**src/rtl/hpgp_ditl_ctrl.sv**
```systemverilog
// hpgp_ditl_ctrl: sequencer for the dual-port turbo de-interleaver RAM/ROM (ram_dual).
//   WRITE fills the RAM with soft symbols in natural order.
//   READ replays addresses 0..LEN-1 with the block-type ROM offset.
//   DRAIN waits for the last de-interleaved symbol.
//   DONE pulses 'done' for one cycle.
// Optional macro HPGP_DITL_CTRL_STATUS_EN adds the frame_cnt and ovf_err status outputs.
// Ports:
//   clk, rst (async, active-high)
//   start, pb_mode                          block request and block type
//   in_data, in_vld, in_rdy                 input symbol stream
//   ram_wdata, ram_waddr, ram_pb_offset,
//   ram_wen, ram_din_vld                    ram_dual controls
//   ram_dout_vld, ram_rdata_ditl            ram_dual read return
//   out_data, out_vld, out_last             de-interleaved stream (no back-pressure)
//   busy, done                              status
//   frame_cnt, ovf_err                      present only when HPGP_DITL_CTRL_STATUS_EN is defined
module hpgp_ditl_ctrl #(
    parameter int unsigned D_WIDTH = 2,
    parameter int unsigned A_WIDTH = 12,
    parameter int unsigned LEN0    = 544,
    parameter int unsigned LEN1    = 2080,
    parameter int unsigned LEN2    = 64,
    parameter int unsigned OFS0    = 0,
    parameter int unsigned OFS1    = 544,
    parameter int unsigned OFS2    = 2624
) (
    input  logic               clk,
    input  logic               rst,
    input  logic               start,
    input  logic [1:0]         pb_mode,
    input  logic [D_WIDTH-1:0] in_data,
    input  logic               in_vld,
    output logic               in_rdy,
    output logic [D_WIDTH-1:0] ram_wdata,
    output logic [A_WIDTH-1:0] ram_waddr,
    output logic [A_WIDTH-1:0] ram_pb_offset,
    output logic               ram_wen,
    output logic               ram_din_vld,
    input  logic               ram_dout_vld,
    input  logic [D_WIDTH-1:0] ram_rdata_ditl,
    output logic [D_WIDTH-1:0] out_data,
    output logic               out_vld,
    output logic               out_last,
    output logic               busy,
`ifdef HPGP_DITL_CTRL_STATUS_EN
    output logic [15:0]        frame_cnt,
    output logic [0:0]         ovf_err,
`endif
    output logic               done
);

    localparam int unsigned ADDR_SPACE = 1 << A_WIDTH;

    // Every block type must fit inside the ROM address space.
    if ((LEN0 + OFS0 > ADDR_SPACE) || (LEN1 + OFS1 > ADDR_SPACE) ||
        (LEN2 + OFS2 > ADDR_SPACE)) begin : g_cfg_err
        $error("hpgp_ditl_ctrl: LEN + OFS exceeds the address space");
    end

    typedef enum logic [2:0] {
        S_IDLE,
        S_WRITE,
        S_READ,
        S_DRAIN,
        S_DONE
    } state_t;

    state_t             state_q, state_d;
    logic [A_WIDTH-1:0] cnt_q, cnt_d;
    logic [A_WIDTH-1:0] rcnt_q, rcnt_d;
    logic [A_WIDTH-1:0] len_q, len_d;
    logic [A_WIDTH-1:0] ofs_d, waddr_d;
    logic [D_WIDTH-1:0] wdata_d, out_data_d;
    logic               wen_d, din_vld_d, out_vld_d, out_last_d;
    logic               in_rdy_d, busy_d, done_d;
    logic               wr_hs, rd_accept;
`ifdef HPGP_DITL_CTRL_STATUS_EN
    logic [15:0]        frame_d;
    logic               ovf_d;
`endif

    // Next-state and next-output logic
    always_comb begin
        state_d    = state_q;
        cnt_d      = cnt_q;
        rcnt_d     = rcnt_q;
        len_d      = len_q;
        ofs_d      = ram_pb_offset;
        waddr_d    = ram_waddr;
        wdata_d    = ram_wdata;
        wen_d      = 1'b0;
        din_vld_d  = 1'b0;
        out_data_d = out_data;
        out_vld_d  = 1'b0;
        out_last_d = 1'b0;
        wr_hs      = in_vld & in_rdy;
        // Returns beyond the block length are excess and are dropped.
        rd_accept  = ram_dout_vld & (rcnt_q < len_q);

        // Return path forwards independently of the sequencer state
        if (rd_accept) begin
            out_vld_d  = 1'b1;
            out_data_d = ram_rdata_ditl;
            out_last_d = (rcnt_q == len_q - A_WIDTH'(1));
            rcnt_d     = rcnt_q + A_WIDTH'(1);
        end

        case (state_q)
            S_IDLE: begin
                if (start && (pb_mode != 2'd3)) begin
                    case (pb_mode)
                        2'd0:    begin len_d = A_WIDTH'(LEN0); ofs_d = A_WIDTH'(OFS0); end
                        2'd1:    begin len_d = A_WIDTH'(LEN1); ofs_d = A_WIDTH'(OFS1); end
                        default: begin len_d = A_WIDTH'(LEN2); ofs_d = A_WIDTH'(OFS2); end
                    endcase
                    cnt_d   = '0;
                    rcnt_d  = '0;
                    state_d = S_WRITE;
                end
            end
            S_WRITE: begin
                if (wr_hs) begin
                    wen_d   = 1'b1;
                    waddr_d = cnt_q;
                    wdata_d = in_data;
                    if (cnt_q == len_q - A_WIDTH'(1)) begin
                        cnt_d   = '0;
                        state_d = S_READ;
                    end else begin
                        cnt_d = cnt_q + A_WIDTH'(1);
                    end
                end
            end
            S_READ: begin
                din_vld_d = 1'b1;
                waddr_d   = cnt_q;
                if (cnt_q == len_q - A_WIDTH'(1)) begin
                    cnt_d   = '0;
                    state_d = S_DRAIN;
                end else begin
                    cnt_d = cnt_q + A_WIDTH'(1);
                end
            end
            S_DRAIN: begin
                if (rcnt_q == len_q) begin
                    state_d = S_DONE;
                end
            end
            S_DONE: begin
                state_d = S_IDLE;
            end
            default: begin
                state_d = S_IDLE;
            end
        endcase

        // Status outputs are registered from the upcoming state.
        in_rdy_d = (state_d == S_WRITE);
        busy_d   = (state_d != S_IDLE);
        done_d   = (state_d == S_DONE);

`ifdef HPGP_DITL_CTRL_STATUS_EN
        frame_d = frame_cnt;
        ovf_d   = ovf_err[0];
        if (done_d) begin
            frame_d = frame_cnt + 16'd1;
        end
        if ((ram_dout_vld && !rd_accept) ||
            (in_vld && ((state_q == S_READ) || (state_q == S_DRAIN)))) begin
            ovf_d = 1'b1;
        end
`endif
    end

    // State, counters and registered outputs
    always_ff @(posedge clk or posedge rst) begin
        if (rst) begin
            state_q       <= S_IDLE;
            cnt_q         <= '0;
            rcnt_q        <= '0;
            len_q         <= '0;
            ram_pb_offset <= '0;
            ram_waddr     <= '0;
            ram_wdata     <= '0;
            ram_wen       <= 1'b0;
            ram_din_vld   <= 1'b0;
            out_data      <= '0;
            out_vld       <= 1'b0;
            out_last      <= 1'b0;
            in_rdy        <= 1'b0;
            busy          <= 1'b0;
            done          <= 1'b0;
`ifdef HPGP_DITL_CTRL_STATUS_EN
            frame_cnt     <= '0;
            ovf_err       <= '0;
`endif
        end else begin
            state_q       <= state_d;
            cnt_q         <= cnt_d;
            rcnt_q        <= rcnt_d;
            len_q         <= len_d;
            ram_pb_offset <= ofs_d;
            ram_waddr     <= waddr_d;
            ram_wdata     <= wdata_d;
            ram_wen       <= wen_d;
            ram_din_vld   <= din_vld_d;
            out_data      <= out_data_d;
            out_vld       <= out_vld_d;
            out_last      <= out_last_d;
            in_rdy        <= in_rdy_d;
            busy          <= busy_d;
            done          <= done_d;
`ifdef HPGP_DITL_CTRL_STATUS_EN
            frame_cnt     <= frame_d;
            ovf_err       <= ovf_d;
`endif
        end
    end

endmodule

```
**config.mk**
```make
export PLATFORM = sky130hd
export DESIGN_NAME = hpgp_ditl_ctrl
export DESIGN_NICKNAME = d
export VERILOG_FILES = /design/src/rtl/hpgp_ditl_ctrl.sv
export SDC_FILE = /design/constraint.sdc
export NUM_CORES = 1
export LEC_CHECK = 0
export BUFFER_PORTS_ARGS = -buffer_cell sky130_fd_sc_hd__buf_2
export CORE_ASPECT_RATIO = 0.75
export CORE_MARGIN = 10
export CORE_UTILIZATION = 55
export DETAILED_ROUTE_END_ITERATION = 10
export PLACE_DENSITY_LB_ADDON = 0.3
export SYNTH_ARGS = -nofsm -noshare
export SYNTH_HDL_FRONTEND = slang
export SYNTH_SLANG_ARGS = --single-unit
export TNS_END_PERCENT = 50
```
**constraint.sdc**
```tcl
create_clock -name clk -period 5.2 [get_ports clk]
set_input_delay 1.04 -clock clk [delete_from_list [all_inputs] [get_ports clk]]
set_output_delay 1.04 -clock clk [all_outputs]
set_load 0.03 [all_outputs]
```
; Word-level counts from Yosys, hierarchy flattened
; Index checks and enable logic that the tools add are counted.
[word_totals]
reg_bits = 74
input_bits = 11
word_cells = 65
[op_classes]
addsub = 3
order_cmp = 1
eq_ne = 12
muxes = 22
bitwise = 2
reduce_logical = 10
[op_table]
columns = operator, n
row1 = 12-bit two-way mux, 7
row2 = 12-bit one-hot mux with 2 select lines, 3
row3 = 12-bit equality test, 3
row4 = 12-bit one-hot mux with 3 select lines, 1
row5 = "12-bit by 1-bit adder with 12-bit output, second input constant", 2
row6 = 3-bit two-way mux, 5
row7 = 12-bit < comparator, 1
row8 = 3-bit one-hot mux with 4 select lines, 1
row9 = "12-bit by 1-bit subtractor with 12-bit output, second input constant", 1
row10 = "3-bit by 1-bit equality test with 1-bit output, second input constant", 2
row11 = "3-bit by 2-bit equality test with 1-bit output, second input constant", 2
row12 = "2-bit != test, second input constant", 3
row13 = 2-bit AND reduction, 3
row14 = 3-bit nonzero test, 2
row15 = 1-bit two-way mux, 5
row16 = "3-bit equality test, second input constant", 1
row17 = 3-bit zero test, 1
row18 = 3-bit AND reduction, 1
row19 = 1-bit bitwise AND, 2
row20 = "2-bit by 1-bit equality test with 1-bit output, second input constant", 1
row21 = 2-bit zero test, 1
row22 = 2-bit nonzero test, 1
row23 = 1-bit logical AND, 1

; Longest topological paths before layout
[logic_depth]
word_depth = 6
depth_mapped = 8
ltp_nobuf = 8

; Worst setup path before layout
; Ideal clock, no wire load.
[synth_path]
kind = input-to-reg
from = in start
to = reg cnt_q[0]
setup_time_ns = 0.125
arrival_ns = 2.051
required_time_ns = 5.075
path_slack_ns = 3.024
stages = 6
n_path_buf = 1
cell_sequence = nor2b_1 > a221oi_2 > or2_1 > buf_2 > nor2_4 > mux2_2
[synth_between]
elab_chain_len = 3
[synth_lines]
columns = element, line
row1 = start: declaration, 29  ; input logic start,
row2 = 1-bit logical AND, 110  ; if (start && (pb_mode != 2'd3)) begin
row3 = 2-bit != test (no line), --
row4 = 3-bit AND reduction (no line), --
row5 = end signal: assignment, 199  ; cnt_q <= cnt_d;
row6 = end: declaration, 69  ; logic [A_WIDTH-1:0] cnt_q, cnt_d;
; No other way between the ends.
; A chain may end at the register's enable or synchronous reset.

; Worst setup path in the final report
[layout_path]
from = in in_vld
to = reg ram_waddr[6]
[layout_between]
elab_chain_len = 3
[layout_lines]
columns = element, line
row1 = start: declaration, 32  ; input logic in_vld,
row2 = 1-bit bitwise AND, 96  ; wr_hs = in_vld & in_rdy;
row3 = 2-bit != test (no line), --
row4 = 2-bit AND reduction (no line), --
row5 = end signal: assignment, 203  ; ram_waddr <= waddr_d;
row6 = end: declaration, 35  ; output logic [A_WIDTH-1:0] ram_waddr,
; No other way between the ends.

==> results.sh <==
export IMPL_status="completed"
export IMPL_crit_family="simple AND/OR/NAND/NOR gates"
export IMPL_portBuffers=37
export IMPL_cts_setup_buffers=0
export IMPL_utilization_pct=61.0
export IMPL_tns_ns=0
export IMPL_clock_latency_ns=0.30
export IMPL_clockRootBuffer="clkbuf_8"
export IMPL_antenna_cells=0
export IMPL_dpl_cell_count=384
export IMPL_cp_slowest_cell="nor2_1"
export IMPL_nets=336
export IMPL_leakage_nw=1.56
export IMPL_dr_pass1_iters=4
export IMPL_vias=2149
export IMPL_ys_ff_latch=55
export IMPL_yosysTopAreaCellShare_pct=46.4
export IMPL_ys_flop_type="dfrtp_1"
export IMPL_worstPathMaxFanout=12
export IMPL_cts_tree="yes"
export IMPL_clk_path_buf_depth=2
export IMPL_grt_overflow=0
export IMPL_min_period_ns=2.33
export IMPL_fmax_mhz=430
export IMPL_ys_types=56
export IMPL_row_count=23
export IMPL_dp_hpwl_um=4430
export IMPL_grt_pass1_vias=2105
export IMPL_synth_edff_count=0
export IMPL_relSlewSlack_pct=32.0
export IMPL_syn2layout_area_growth_pct=8.95
export IMPL_reg2reg_to="cnt_q[0]"
export IMPL_required_ns=5.38
export IMPL_post_cts_resize_count=0
export IMPL_path_cells="buf_2 > nand2_1 > nor4_4 > nor2_1 > mux2_1"
export IMPL_vias_per_cell=5.48
export IMPL_p_per_area_nw_per_um2=266
export IMPL_crit_arrival_ns=2.51
export IMPL_whs_ns=0.493
export IMPL_htreeDepth=2
export IMPL_slowest_delay_ns=0.78
export IMPL_wl_per_cell_um=15.0
export IMPL_cts_made_buffers=5
export IMPL_worstHoldPathType="flop to flop"
export IMPL_die_area_um2=8760
export IMPL_crit_end="ram_waddr[6]"
export IMPL_min_from="ram_waddr[2]"
export IMPL_antenna_found_initial=0
export IMPL_ys_top_cells_by_count="dfrtp_1, nor2_1, nand2_1, nand3_1"
export IMPL_drt_iter0_markers=117
export IMPL_rsz0062_at_grt="no"
export IMPL_setup_viol=0
export IMPL_synth_area_um2=2970
export IMPL_synth_top_area_cell="dfrtp_1"
export IMPL_core_area_um2=5300
export IMPL_wl_um=5880
export IMPL_gp_congestion=0.819
export IMPL_fp_dieW_um=105
export IMPL_synth_seq_area_share_pct=46.4
export IMPL_ios=46
export IMPL_clk_pin_slew_ns=0.09
export IMPL_layout_drive_gt1_share_pct=19.9
export IMPL_reg2reg_depth=8
export IMPL_synth_most_common_cell="dfrtp_1"
export IMPL_cts_sinks=55
export IMPL_criticalPathCategory="primary input to flop"
export IMPL_postRouteAntennaNets=0
export IMPL_synth_area_leaders="dfrtp_1, mux2_1, ha_1, xnor2_1, buf_4"
export IMPL_reg2reg_from="len_q[5]"
export IMPL_grt_max_degree=56
export IMPL_yosysWarnings=0
export IMPL_drv_cap=0
export IMPL_grt_pass1_wl_um=10400
export IMPL_cp_num_buf_inv=1
export IMPL_ys_async_sr_fraction_pct=100
export IMPL_start_kind="primary input"
export IMPL_crit_path_start="in_vld"
export IMPL_final_max_slew_viol_count=0
export IMPL_grt_usage_pct=13.9
export IMPL_worst_pin_slew_ns=1.02
export IMPL_avgSynthCellArea_um2=10.3
export IMPL_clock_skew_ns=0.00988
export IMPL_hold_buffers=0
export IMPL_die_y_um=83.6
export IMPL_ir_drop_uv=167
export IMPL_route_detailed_drc=0
export IMPL_final_cell_count_no_fill=392
export IMPL_ff2ff_setup_slack_ns=2.91
export IMPL_synthCells=288
export IMPL_cp_depth=5
export IMPL_start_util_pct=56.0
export IMPL_fin_crit_sh_pct=44.7
export IMPL_worstSetupEndpointType="flop"
export IMPL_final_hold_violation_count=0
==> per-stage QoR <==
step | total power, mW | setup slack [ns] | area [um^2]
global route | 0.914 | 2.69 | 3230
floorplan | 0.591 | 2.82 | 2990
CTS | 0.868 | 2.86 | 3230
finish | 0.860 | 2.87 | 3230
detailed placement | 0.619 | 2.53 | 3130
global placement | 0.613 | 2.59 | 3130
==> per-layer routing <==
layer	global-route usage, %	up-vias	part of all wire [%]
met1	20.2	1030	49
met4	3.61	0	1.1
met2	19.9	56	44
met3	3.55	6	5.7
li1	-	1057	-
met5	0	-	0
==> worst register-to-register path: stages, from the launching register on <==
cell and delay, ns:
dfrtp_1 0.44, inv_1 0.09, ha_1 0.24, ha_1 0.33, xnor2_1 0.13, nor3_1 0.23
a41o_2 0.35, nor2_4 0.08, mux2_2 0.28
==> placed cells by master (no fill, tap or decap), types with 5 or more instances in the layout <==
| cell | synthesis | layout |
|---|---|---|
| dfrtp_1 | 55 | 55 |
| buf_2 | 7 | 37 |
| nor2_1 | 20 | 20 |
| nand2_1 | 19 | 19 |
| nand3_1 | 15 | 15 |
| o21ai_0 | 13 | 13 |
| inv_1 | 13 | 12 |
| mux2_1 | 12 | 12 |
| xnor2_1 | 11 | 11 |
| nor3_1 | 10 | 10 |
| a21oi_1 | 10 | 10 |
| or3_1 | 9 | 9 |
| ha_1 | 9 | 9 |
| conb_1 | 1 | 8 |
| clkbuf_8 | 0 | 7 |
| a22o_1 | 6 | 6 |
| mux2_2 | 5 | 5 |
==> worst min-delay path by stage <==
stage | to | slack, ns | cells after the start
detailed placement | ram_waddr[2] | 0.48 | 1
floorplan | len_q[9] | 0.47 | 1
global placement | ram_waddr[5] | 0.47 | 1
CTS | ram_waddr[3] | 0.50 | 1
global route | ram_waddr[3] | 0.51 | 1
finish | ram_waddr[2] | 0.49 | 1
==> registers in the layout, indices dropped and copies added (netlist names), 2 cells and up <==
signal         count
state_q            3
cnt_q             12
len_q              2
ram_wdata          2
ram_pb_offset      3
ram_waddr         12
out_data           2
rcnt_q            12
==> cell type report <==
cell class / count / area [um^2]
repair buffers: 38 / 193
well taps: 75 / 93.8
fillers: 450 / 2060
clock buffers: 8 / 100
inverters: 14 / 52.6
multi-input cells: 202 / 1420
flip-flops and latches: 55 / 1380
==> cell families (layout without fill, tap and decap cells) <==
group / Yosys count / after routing / synth area share [%]
buffers and inverters: 38 / 60 / 6.75
multiplexers: 19 / 19 / 7.13
flip-flops: 55 / 55 / 46.4
other: 1 / 8 / 0.126
AO/OA/AOI/OAI: 51 / 51 / 12.2
adder cells (fa/ha/maj): 9 / 9 / 3.80
AND/OR/NAND/NOR: 102 / 102 / 19.8
XOR/XNOR: 13 / 13 / 3.84
==> power by group <==
part | internal [mW] | leakage, nW | switching, mW | total (mW)
Combinational | 0.0497 | 0.793 | 0.0795 | 0.129
Clock | 0.122 | 0.0515 | 0.127 | 0.249
Sequential | 0.455 | 0.711 | 0.0269 | 0.482
Note: power is estimated with default switching activity, not from simulation.
